[config.mk]
export PLATFORM = sky130hd
export DESIGN_NAME = gw2a_ddr_rdlvl_flat
export DESIGN_NICKNAME = d
export VERILOG_FILES = /design/src/rtl/gw2a_ddr_rdlvl_if.sv /design/src/rtl/gw2a_ddr_rdlvl.sv /design/src/flat_wrapper.sv
export SDC_FILE = /design/constraint.sdc
export NUM_CORES = 1
export LEC_CHECK = 0
export ABC_AREA = 1
export CORE_UTILIZATION = 49
export DETAILED_ROUTE_END_ITERATION = 7
export PLACE_DENSITY = 0.75
export SLEW_MARGIN = 20
export SYNTH_ARGS = -nofsm -noshare
export SYNTH_HDL_FRONTEND = slang
export SYNTH_SLANG_ARGS = --single-unit
[constraint.sdc]
create_clock -name PCLK -period 1.5 [get_ports PCLK]
set_input_delay 0.225 -clock PCLK [delete_from_list [all_inputs] [get_ports PCLK]]
set_output_delay 0.225 -clock PCLK [all_outputs]
set_load 0.01 [all_outputs]
[src/rtl/gw2a_ddr_rdlvl_if.sv]
// rtl/gw2a_ddr_rdlvl_if.sv - controller and IOB signal bundle for the GW2A read-leveling aligner
interface gw2a_ddr_rdlvl_if #(
  parameter int WIDTH = 8
);
  logic             start_i;
  logic             busy_o;
  logic             done_o;
  logic             fail_o;
  logic [3:0]       lat_o;
  logic [WIDTH-1:0] slip_o;
  logic             oen_o;
  logic [WIDTH-1:0] d0_o;
  logic [WIDTH-1:0] d1_o;
  logic [WIDTH-1:0] q0_i;
  logic [WIDTH-1:0] q1_i;
  logic [WIDTH-1:0] rd_q0_o;
  logic [WIDTH-1:0] rd_q1_o;

  modport slave (
    input  start_i, q0_i, q1_i,
    output busy_o, done_o, fail_o, lat_o, slip_o, oen_o, d0_o, d1_o, rd_q0_o, rd_q1_o
  );

  modport master (
    output start_i, q0_i, q1_i,
    input  busy_o, done_o, fail_o, lat_o, slip_o, oen_o, d0_o, d1_o, rd_q0_o, rd_q1_o
  );
endinterface

[src/rtl/gw2a_ddr_rdlvl.sv]
// rtl/gw2a_ddr_rdlvl.sv - runtime read-leveling and bit-slip aligner for GW2A DDR DQ IOBs
module gw2a_ddr_rdlvl #(
  parameter int         WIDTH    = 8,
  parameter logic [7:0] PATTERN  = 8'b1100_1010,
  parameter int         MAX_WAIT = 15,
  parameter int         RETRIES  = 3
) (
  input  logic PCLK,
  input  logic RESETN,
  gw2a_ddr_rdlvl_if.slave bus
);

  localparam int AW = $clog2(RETRIES + 1);

  typedef enum logic [1:0] {
    IDLE = 2'd0,
    SEND = 2'd1,
    WAIT = 2'd2,
    GAP  = 2'd3
  } state_t;

  state_t           state;
  logic [1:0]       k;
  logic [1:0]       gcnt;
  logic [3:0]       wcnt;
  logic [AW-1:0]    att;
  logic             busy_r;
  logic             done_r;
  logic             fail_r;
  logic [3:0]       lat_r;
  logic [WIDTH-1:0] slip_r;
  logic             oen_r;
  logic [WIDTH-1:0] d0_r;
  logic [WIDTH-1:0] d1_r;
  logic [WIDTH-1:0] q1_prev;
  logic [WIDTH-1:0] rd_q0_r;
  logic [WIDTH-1:0] rd_q1_r;

  // Only bits 9..1 of the 2-bit-per-cycle capture history take part in matching.
  logic [9:1]       hist [WIDTH];

  logic [WIDTH-1:0] lane_match;
  logic [WIDTH-1:0] lane_slip;
  logic             all_match;
  logic             any_match;
  logic [1:0]       k_next;
  logic [3:0]       wcnt_next;
  logic [AW-1:0]    att_next;

  always_comb begin
    lane_match = '0;
    lane_slip  = '0;
    for (int i = 0; i < WIDTH; i++) begin
      lane_match[i] = (hist[i][9:2] == PATTERN) || (hist[i][8:1] == PATTERN);
      lane_slip[i]  = (hist[i][9:2] != PATTERN) && (hist[i][8:1] == PATTERN);
    end
  end

  assign all_match = &lane_match;
  assign any_match = |lane_match;
  assign k_next    = k + 2'd1;
  assign wcnt_next = wcnt + 4'd1;
  assign att_next  = att + AW'(1);

  always_ff @(posedge PCLK or negedge RESETN) begin
    if (!RESETN) begin
      state  <= IDLE;
      k      <= '0;
      gcnt   <= '0;
      wcnt   <= '0;
      att    <= '0;
      busy_r <= 1'b0;
      done_r <= 1'b0;
      fail_r <= 1'b0;
      lat_r  <= '0;
      slip_r <= '0;
      oen_r  <= 1'b1;
      d0_r   <= '0;
      d1_r   <= '0;
    end else begin
      case (state)
        IDLE: begin
          if (bus.start_i) begin
            done_r <= 1'b0;
            fail_r <= 1'b0;
            att    <= '0;
            busy_r <= 1'b1;
            k      <= '0;
            oen_r  <= 1'b0;
            d0_r   <= {WIDTH{PATTERN[0]}};
            d1_r   <= {WIDTH{PATTERN[1]}};
            state  <= SEND;
          end
        end
        SEND: begin
          if (k == 2'd3) begin
            oen_r <= 1'b1;
            d0_r  <= '0;
            d1_r  <= '0;
            wcnt  <= '0;
            state <= WAIT;
          end else begin
            k    <= k_next;
            d0_r <= {WIDTH{PATTERN[{k_next, 1'b0}]}};
            d1_r <= {WIDTH{PATTERN[{k_next, 1'b1}]}};
          end
        end
        WAIT: begin
          wcnt <= wcnt_next;
          if (all_match) begin
            lat_r  <= wcnt_next;
            slip_r <= lane_slip;
            done_r <= 1'b1;
            busy_r <= 1'b0;
            state  <= IDLE;
          end else if (any_match || (wcnt_next == 4'(MAX_WAIT))) begin
            // A partial match means lanes disagree on latency; the attempt is lost.
            att <= att_next;
            if (att_next < AW'(RETRIES)) begin
              gcnt  <= '0;
              state <= GAP;
            end else begin
              fail_r <= 1'b1;
              busy_r <= 1'b0;
              state  <= IDLE;
            end
          end
        end
        GAP: begin
          if (gcnt == 2'd3) begin
            k     <= '0;
            oen_r <= 1'b0;
            d0_r  <= {WIDTH{PATTERN[0]}};
            d1_r  <= {WIDTH{PATTERN[1]}};
            state <= SEND;
          end else begin
            gcnt <= gcnt + 2'd1;
          end
        end
        default: state <= IDLE;
      endcase
    end
  end

  always_ff @(posedge PCLK or negedge RESETN) begin
    if (!RESETN) begin
      for (int i = 0; i < WIDTH; i++) begin
        hist[i] <= '0;
      end
      q1_prev <= '0;
      rd_q0_r <= '0;
      rd_q1_r <= '0;
    end else begin
      for (int i = 0; i < WIDTH; i++) begin
        hist[i] <= {bus.q1_i[i], bus.q0_i[i], hist[i][9:3]};
      end
      q1_prev <= bus.q1_i;
      // Slip-1 lanes pair last cycle's Q1 with this cycle's Q0.
      rd_q0_r <= (slip_r & q1_prev)   | (~slip_r & bus.q0_i);
      rd_q1_r <= (slip_r & bus.q0_i)  | (~slip_r & bus.q1_i);
    end
  end

  assign bus.busy_o  = busy_r;
  assign bus.done_o  = done_r;
  assign bus.fail_o  = fail_r;
  assign bus.lat_o   = lat_r;
  assign bus.slip_o  = slip_r;
  assign bus.oen_o   = oen_r;
  assign bus.d0_o    = d0_r;
  assign bus.d1_o    = d1_r;
  assign bus.rd_q0_o = rd_q0_r;
  assign bus.rd_q1_o = rd_q1_r;

endmodule

[src/flat_wrapper.sv]
// flat-port wrapper written by rule: the top's interface ports become plain ports
module gw2a_ddr_rdlvl_flat 
#(
  parameter int         WIDTH    = 8,
  parameter logic [7:0] PATTERN  = 8'b1100_1010,
  parameter int         MAX_WAIT = 15,
  parameter int         RETRIES  = 3
)
  (PCLK, RESETN, bus_start_i, bus_q0_i, bus_q1_i, bus_busy_o, bus_done_o, bus_fail_o, bus_lat_o, bus_slip_o, bus_oen_o, bus_d0_o, bus_d1_o, bus_rd_q0_o, bus_rd_q1_o);
  gw2a_ddr_rdlvl_if #(.WIDTH(WIDTH)) bus_i ();
  input  logic PCLK;
  input  logic RESETN;
  input wire logic [$bits(bus_i.start_i)-1:0] bus_start_i;
  input wire logic [$bits(bus_i.q0_i)-1:0] bus_q0_i;
  input wire logic [$bits(bus_i.q1_i)-1:0] bus_q1_i;
  output wire logic [$bits(bus_i.busy_o)-1:0] bus_busy_o;
  output wire logic [$bits(bus_i.done_o)-1:0] bus_done_o;
  output wire logic [$bits(bus_i.fail_o)-1:0] bus_fail_o;
  output wire logic [$bits(bus_i.lat_o)-1:0] bus_lat_o;
  output wire logic [$bits(bus_i.slip_o)-1:0] bus_slip_o;
  output wire logic [$bits(bus_i.oen_o)-1:0] bus_oen_o;
  output wire logic [$bits(bus_i.d0_o)-1:0] bus_d0_o;
  output wire logic [$bits(bus_i.d1_o)-1:0] bus_d1_o;
  output wire logic [$bits(bus_i.rd_q0_o)-1:0] bus_rd_q0_o;
  output wire logic [$bits(bus_i.rd_q1_o)-1:0] bus_rd_q1_o;
  assign bus_i.start_i = bus_start_i;
  assign bus_i.q0_i = bus_q0_i;
  assign bus_i.q1_i = bus_q1_i;
  assign bus_busy_o = bus_i.busy_o;
  assign bus_done_o = bus_i.done_o;
  assign bus_fail_o = bus_i.fail_o;
  assign bus_lat_o = bus_i.lat_o;
  assign bus_slip_o = bus_i.slip_o;
  assign bus_oen_o = bus_i.oen_o;
  assign bus_d0_o = bus_i.d0_o;
  assign bus_d1_o = bus_i.d1_o;
  assign bus_rd_q0_o = bus_i.rd_q0_o;
  assign bus_rd_q1_o = bus_i.rd_q1_o;
  gw2a_ddr_rdlvl #(.WIDTH(WIDTH), .PATTERN(PATTERN), .MAX_WAIT(MAX_WAIT), .RETRIES(RETRIES)) u_core (.PCLK(PCLK), .RESETN(RESETN), .bus(bus_i));
endmodule
=== Yosys cells after proc, flatten, opt, wreduce, memory -nomap -nowiden ===
Cells that the tools add are included.

* Register bits: 140
* Bits of input ports: 19
* Output and inout bits: 48
* Word-level logic and storage cells: 163

* Add/sub/neg operators: 4
* Order comparisons: 3
* Eq/ne operators: 42
* Mux-type cells: 48
* Bitwise operators: 7
* Reductions and logical operators: 35

{| class="wikitable"
|+ Operator list
! kind !! number
|-
| $eq 8x8->1 const B || 16
|-
| $ne 8x8->1 const B || 8
|-
| $mux 8 || 6
|-
| $pmux 8 s3 || 2
|-
| $and 8x8->8 || 4
|-
| $mux 2 || 15
|-
| $reduce_and 4->1 || 5
|-
| $or 8x8->8 || 2
|-
| $mux 1 || 13
|-
| $ne 2x1->1 const B || 5
|-
| $ne 2x2->1 const B || 5
|-
| $reduce_and 5->1 || 2
|-
| $logic_or 1x1->1 || 9
|-
| $reduce_and 9->1 || 1
|-
| $eq 2x2->1 const B || 4
|-
| $logic_and 1x1->1 || 8
|-
| $lt 3x4->1 const B || 2
|-
| $not 8->8 || 1
|-
| $pmux 2 s2 || 2
|-
| $pmux 2 s4 || 1
|-
| $pmux 4 s2 || 1
|-
| $reduce_and 8->1 || 1
|-
| $reduce_or 8->1 || 1
|-
| $add 2x1->2 const B || 3
|-
| other kinds (16) || 22
|}

=== Depth between registers and ports, before layout ===
* Depth in word-level cells: 7
* Depth in mapped cells: 13
* Mapped depth without buffers: 13

=== Worst setup path after synthesis ===
OpenSTA, ideal clock, no wires.

* Kind: reg2reg
* From: register u_core.state[0]
* To: register u_core.gcnt[0]
* Setup time: 0.117 ns
* Arrival time: 1.431 ns
* Data required time: 1.383 ns
* Setup slack: -0.048 ns
* Cell stages (with the launch flop): 9
* Path buffers: 0
* Cell sequence: dfrtp_1 -> inv_1 -> ha_1 -> inv_1 -> nor2_1 -> a2bb2oi_1 -> nand3_2 -> nand2_1 -> nand2_1

* Longest elaborated chain between the ends: 3
* Elaborated cells on any way between the ends: 9

{| class="wikitable"
|+ RTL lines
! element !! line !! RTL
|-
| from (decl) || gw2a_ddr_rdlvl.sv:22 || <nowiki>state_t state;</nowiki>
|-
| from (signal assigned) || gw2a_ddr_rdlvl.sv:67 || <nowiki>state <= IDLE;</nowiki>
|-
| from (signal assigned) || gw2a_ddr_rdlvl.sv:92 || <nowiki>state <= SEND;</nowiki>
|-
| from (signal assigned) || gw2a_ddr_rdlvl.sv:101 || <nowiki>state <= WAIT;</nowiki>
|-
| $eq 2x2->1 || gw2a_ddr_rdlvl.sv:81 || <nowiki>case (state)</nowiki>
|-
| $ne 2x2->1 (no source line), or another cell as far along || n/a ||
|-
| $reduce_and 5->1 (no source line) || n/a ||
|-
| to (signal assigned) || gw2a_ddr_rdlvl.sv:137 || <nowiki>gcnt <= gcnt + 2'd1;</nowiki>
|-
| to (decl) || gw2a_ddr_rdlvl.sv:24 || <nowiki>logic [1:0] gcnt;</nowiki>
|}

Parallel ways exist; a longest one is shown, timed or not.
A chain may end at the register's enable or synchronous reset.

=== Final worst setup path ===
* From: register u_core.hist[50] (netlist name)
* To: register u_core.att[0]

* Longest elaborated chain between the ends: 6
* Elaborated cells on any way between the ends: 9

{| class="wikitable"
|+ RTL lines
! element !! line !! RTL
|-
| from (decl) || gw2a_ddr_rdlvl.sv:40 || <nowiki>logic [9:1] hist [WIDTH];</nowiki>
|-
| from (signal, indexed assignment) || gw2a_ddr_rdlvl.sv:155 || <nowiki>hist[i] <= {bus.q1_i[i], bus.q0_i[i], hist[i][9:3]};</nowiki>
|-
| $eq 8x8->1 || gw2a_ddr_rdlvl.sv:54 || <nowiki>lane_match[i] = (hist[i][9:2] == PATTERN) || (hist[i][8:1] == PATTERN);</nowiki>
|-
| $logic_or 1x1->1 * || gw2a_ddr_rdlvl.sv:54 ||
|-
| $reduce_or 8->1 || gw2a_ddr_rdlvl.sv:60 || <nowiki>assign any_match = |lane_match;</nowiki>
|-
| $logic_or 1x1->1 || gw2a_ddr_rdlvl.sv:116 || <nowiki>end else if (any_match || (wcnt_next == 4'(MAX_WAIT))) begin</nowiki>
|-
| $ne 2x1->1 (no source line) || n/a ||
|-
| $reduce_and 4->1 (no source line) * || n/a ||
|-
| to (signal assigned) || gw2a_ddr_rdlvl.sv:118 || <nowiki>att <= att_next;</nowiki>
|-
| to (decl) || gw2a_ddr_rdlvl.sv:26 || <nowiki>logic [AW-1:0] att;</nowiki>
|}

Mark *: on every way between the ends. The rest lies on a longest branch, timed or not.

==> impl_metrics.tcl <==
set metrics [dict create \
    grt_usage_pct 22.2 \
    htreeDepth 4 \
    ioPinCount 67 \
    clock_skew_ps 7.17 \
    final_common_cell "nand2_1" \
    n_fill_cell 670 \
    cp_slowest_cell "dfrtp_1" \
    p_sw_share_pct 29.4 \
    dieHeight_um 103 \
    setup_viol 20 \
    hold_ws_ps 173 \
    vias_per_cell 4.81 \
    path_clk_slew_ps 60 \
    critPathMostFrequentCell "nand2_4" \
    leakagePower_nw 3.63 \
    detail_route.iter0.violations 206 \
    die_w_um 103 \
    p_comb_share_pct 24.1 \
    drive_gt1_share_pct 30.4 \
    max_freq_ghz 0.591 \
    drv_slew 0 \
    netlist_instances 563 \
    pwr-share-clk_pct 39.4 \
    drt-pass1-iter-count 4 \
    rows 36 \
    die-area_um2 10700 \
    wl_mm 11.8 \
    core_area_um2 9860 \
    layout_common_cells "nand2_1, dfrtp_1, nor2_1" \
    cts-root-buf "clkbuf_8" \
    yosysUniqueCellTypes 28 \
    crit_path_start_kind "flip-flop" \
    layout_setup_ws_ps -191 \
    globalplace.congestion 0.860 \
    synth_area_um2 5020 \
    port_buffers 66 \
    seq_area_frac_synth_pct 58.8 \
    yosys.area.top_type_share_pct 58.3 \
    yosysWarnings 0 \
    cts_buffers 17 \
    start_util_pct 50.9 \
    clk_latency_ps 520 \
    synth.top_cells.by_area "dfrtp_1, nand2_1, nor2_1, inv_1, ha_1" \
    grt_pass1_vias 3931 \
    fin_crit_sh_pct 113 \
    p_per_area_nw_per_um2 1400 \
    switchingPower_mw 2.98 \
    ir_drop_v 0.000881 \
    grt_pass1_wl_mm 17.7 \
    required_ps 1910 \
    cp_max_fo 4 \
    postRouteAntennaNets 0 \
    grt_max_degree 78 \
    p_int_mw 7.17 \
    dp_cells 809 \
    utilization_pct 73.5 \
    slew_headroom_pct 73.2 \
    violations "negative setup slack" \
    clockBufferDepth 2 \
    worstSetupEndpointType "flip-flop" \
    p_seq_share_pct 36.4 \
    via_count 4136 \
    antenna_found_initial 0 \
    crit_type "reg2reg" \
    synth_nets 593 \
    status "complete, but fails checks" \
    crit_chain "nor2_1 > nor2b_2 > nand2_2 > nand2_4 > nand2_4 > nor2_4 > nand3_4 > clkbuf_16 > nand4_1 > nand2_1" \
    crit_arrival_ps 2100 \
    yosysTopAreaCell "dfrtp_1" \
    dpl.hpwl_mm 7.36 \
    hold_violations 0 \
    worst_pin_slew_ps 401 \
    tritoncts "yes" \
    final_net_count 743 \
    cap_violations 0 \
    fin_cells 859 \
    cpPeakStageDelay_ps 410 \
    ys_seq_elements 118 \
    num_antenna_cells 0 \
    grt-ovfl-total 0 \
    wl_per_cell_um 13.7 \
    rsz0062_at_grt "true" \
    post-route-min-period_ps 1690 \
    min-delay-path-class "in2reg" \
    drc 0 \
    syn_to_final_growth_pct 44.3 \
    cts_num_sinks 118 \
    synth_area_per_cell_um2 8.93 \
]
-- through the flow --
stage	TNS [ps]	cell area (um^2)	setup WS, ps	total power, mW
2_1_floorplan	0	5030	6.85	4.82
3_3_place_gp	-1760	6240	-123	5.72
3_5_place_dp	-3730	6240	-240	5.78
4_1_cts	-2070	6900	-134	9.82
5_1_grt	-4770	7250	-274	10.6
6_report	-3050	7250	-191	10.2
-- layer usage --
metal	GRT usage, %	up-vias	part of all wire (%)
met3	5.98	24	3.5
met4	8.13	0	2.3
li1	-	2027	-
met2	37.1	77	51
met1	27.7	2008	43
met5	0	-	0
-- final timing paths --
kind                                      start                   end  slack [ps]  cells after the start
worst max-delay path            u_core.hist[50]         u_core.att[0]        -190                     10
worst min-delay path                bus_q1_i[4]     u_core.q1_prev[4]         170                      1
worst max register to register  u_core.hist[50]         u_core.att[0]        -190                     10
worst min register to register  u_core.hist[60]       u_core.hist[58]         400                      0
max in group asynchronous                RESETN  u_core.bus.slip_o[7]         860                      3
min in group asynchronous                RESETN       u_core.hist[28]         230                      3
-- Yosys cell counts --
master / n
a21oi_1: 15
a21oi_2: 1
a22o_1: 1
a2bb2oi_1: 1
buf_4: 16
buf_6: 1
dfrtp_1: 117
dfstp_2: 1
ha_1: 11
inv_1: 79
inv_2: 1
mux2_2: 2
nand2_1: 152
nand2_2: 1
nand3_1: 17
nand3_2: 3
nand3b_1: 2
nand4_1: 10
nor2_1: 92
nor2b_1: 6
nor3_1: 6
nor3_2: 1
o21ai_0: 10
o21ai_1: 1
o21ai_2: 11
o22ai_1: 3
o32ai_1: 1
or2_2: 1
-- timing repair --
action	CTS	global route
pin swaps	13	27
buffers inserted	8	6
resized for setup	95	91
hold buffers	1	0
endpoints found under the hold margin	118	0
cloned	1	2
endpoints found under the setup margin	77	41
-- power groups by stage --
| stage | clock network (mW) | registers, mW | logic, mW |
|---|---|---|---|
| after CTS | 4.07 | 3.67 | 2.08 |
| after detailed placement | 0 | 3.74 | 2.05 |
| after floorplan | 0 | 3.73 | 1.09 |
| after global placement | 0 | 3.71 | 2.01 |
| final | 4.00 | 3.70 | 2.45 |
| after global routing | 4.21 | 3.73 | 2.65 |
-- registers in the layout (all words and copies together) (netlist names) --
signal	cells
u_core.bus.busy_o	1
u_core.bus.oen_o	1
u_core.bus.d1_o	1
u_core.q1_prev	7
u_core.bus.fail_o	1
u_core.bus.lat_o	4
u_core.hist	65
u_core.bus.d0_o	1
u_core.att	2
u_core.bus.rd_q1_o	8
u_core.state	2
u_core.bus.slip_o	8
u_core.k	2
u_core.bus.done_o	1
u_core.gcnt	2
u_core.wcnt	4
u_core.bus.rd_q0_o	8
-- cells by family after synthesis --
kind of cell,Yosys count,synth area share (%)
buffers and inverters,97,8.59
muxes,2,0.448
AOI/OAI and AO/OA,44,5.58
and+or+nand+nor,291,23.9
DFF,118,58.8
adders and majority gates,11,2.74
-- critical path: cells and delay by family, from the launching register on --
kind | cells | cell delay, ps
buffers and inverters | 1 | 210
DFF | 1 | 410
and+or+nand+nor | 9 | 970
-- area by class of cell --
| cell class | count | area [um^2] | share of cell area (%) |
|---|---|---|---|
| flip-flops and latches | 118 | 2960 | 40.8 |
| multi-input cells | 349 | 1940 | 26.7 |
| repair buffers | 147 | 1300 | 17.9 |
| clock buffers | 20 | 435 | 6.00 |
| inverters | 80 | 300 | 4.14 |
| well taps | 133 | 166 | 2.29 |
| clock inverters | 12 | 153 | 2.10 |
Note: power is estimated with default switching activity, not from simulation.
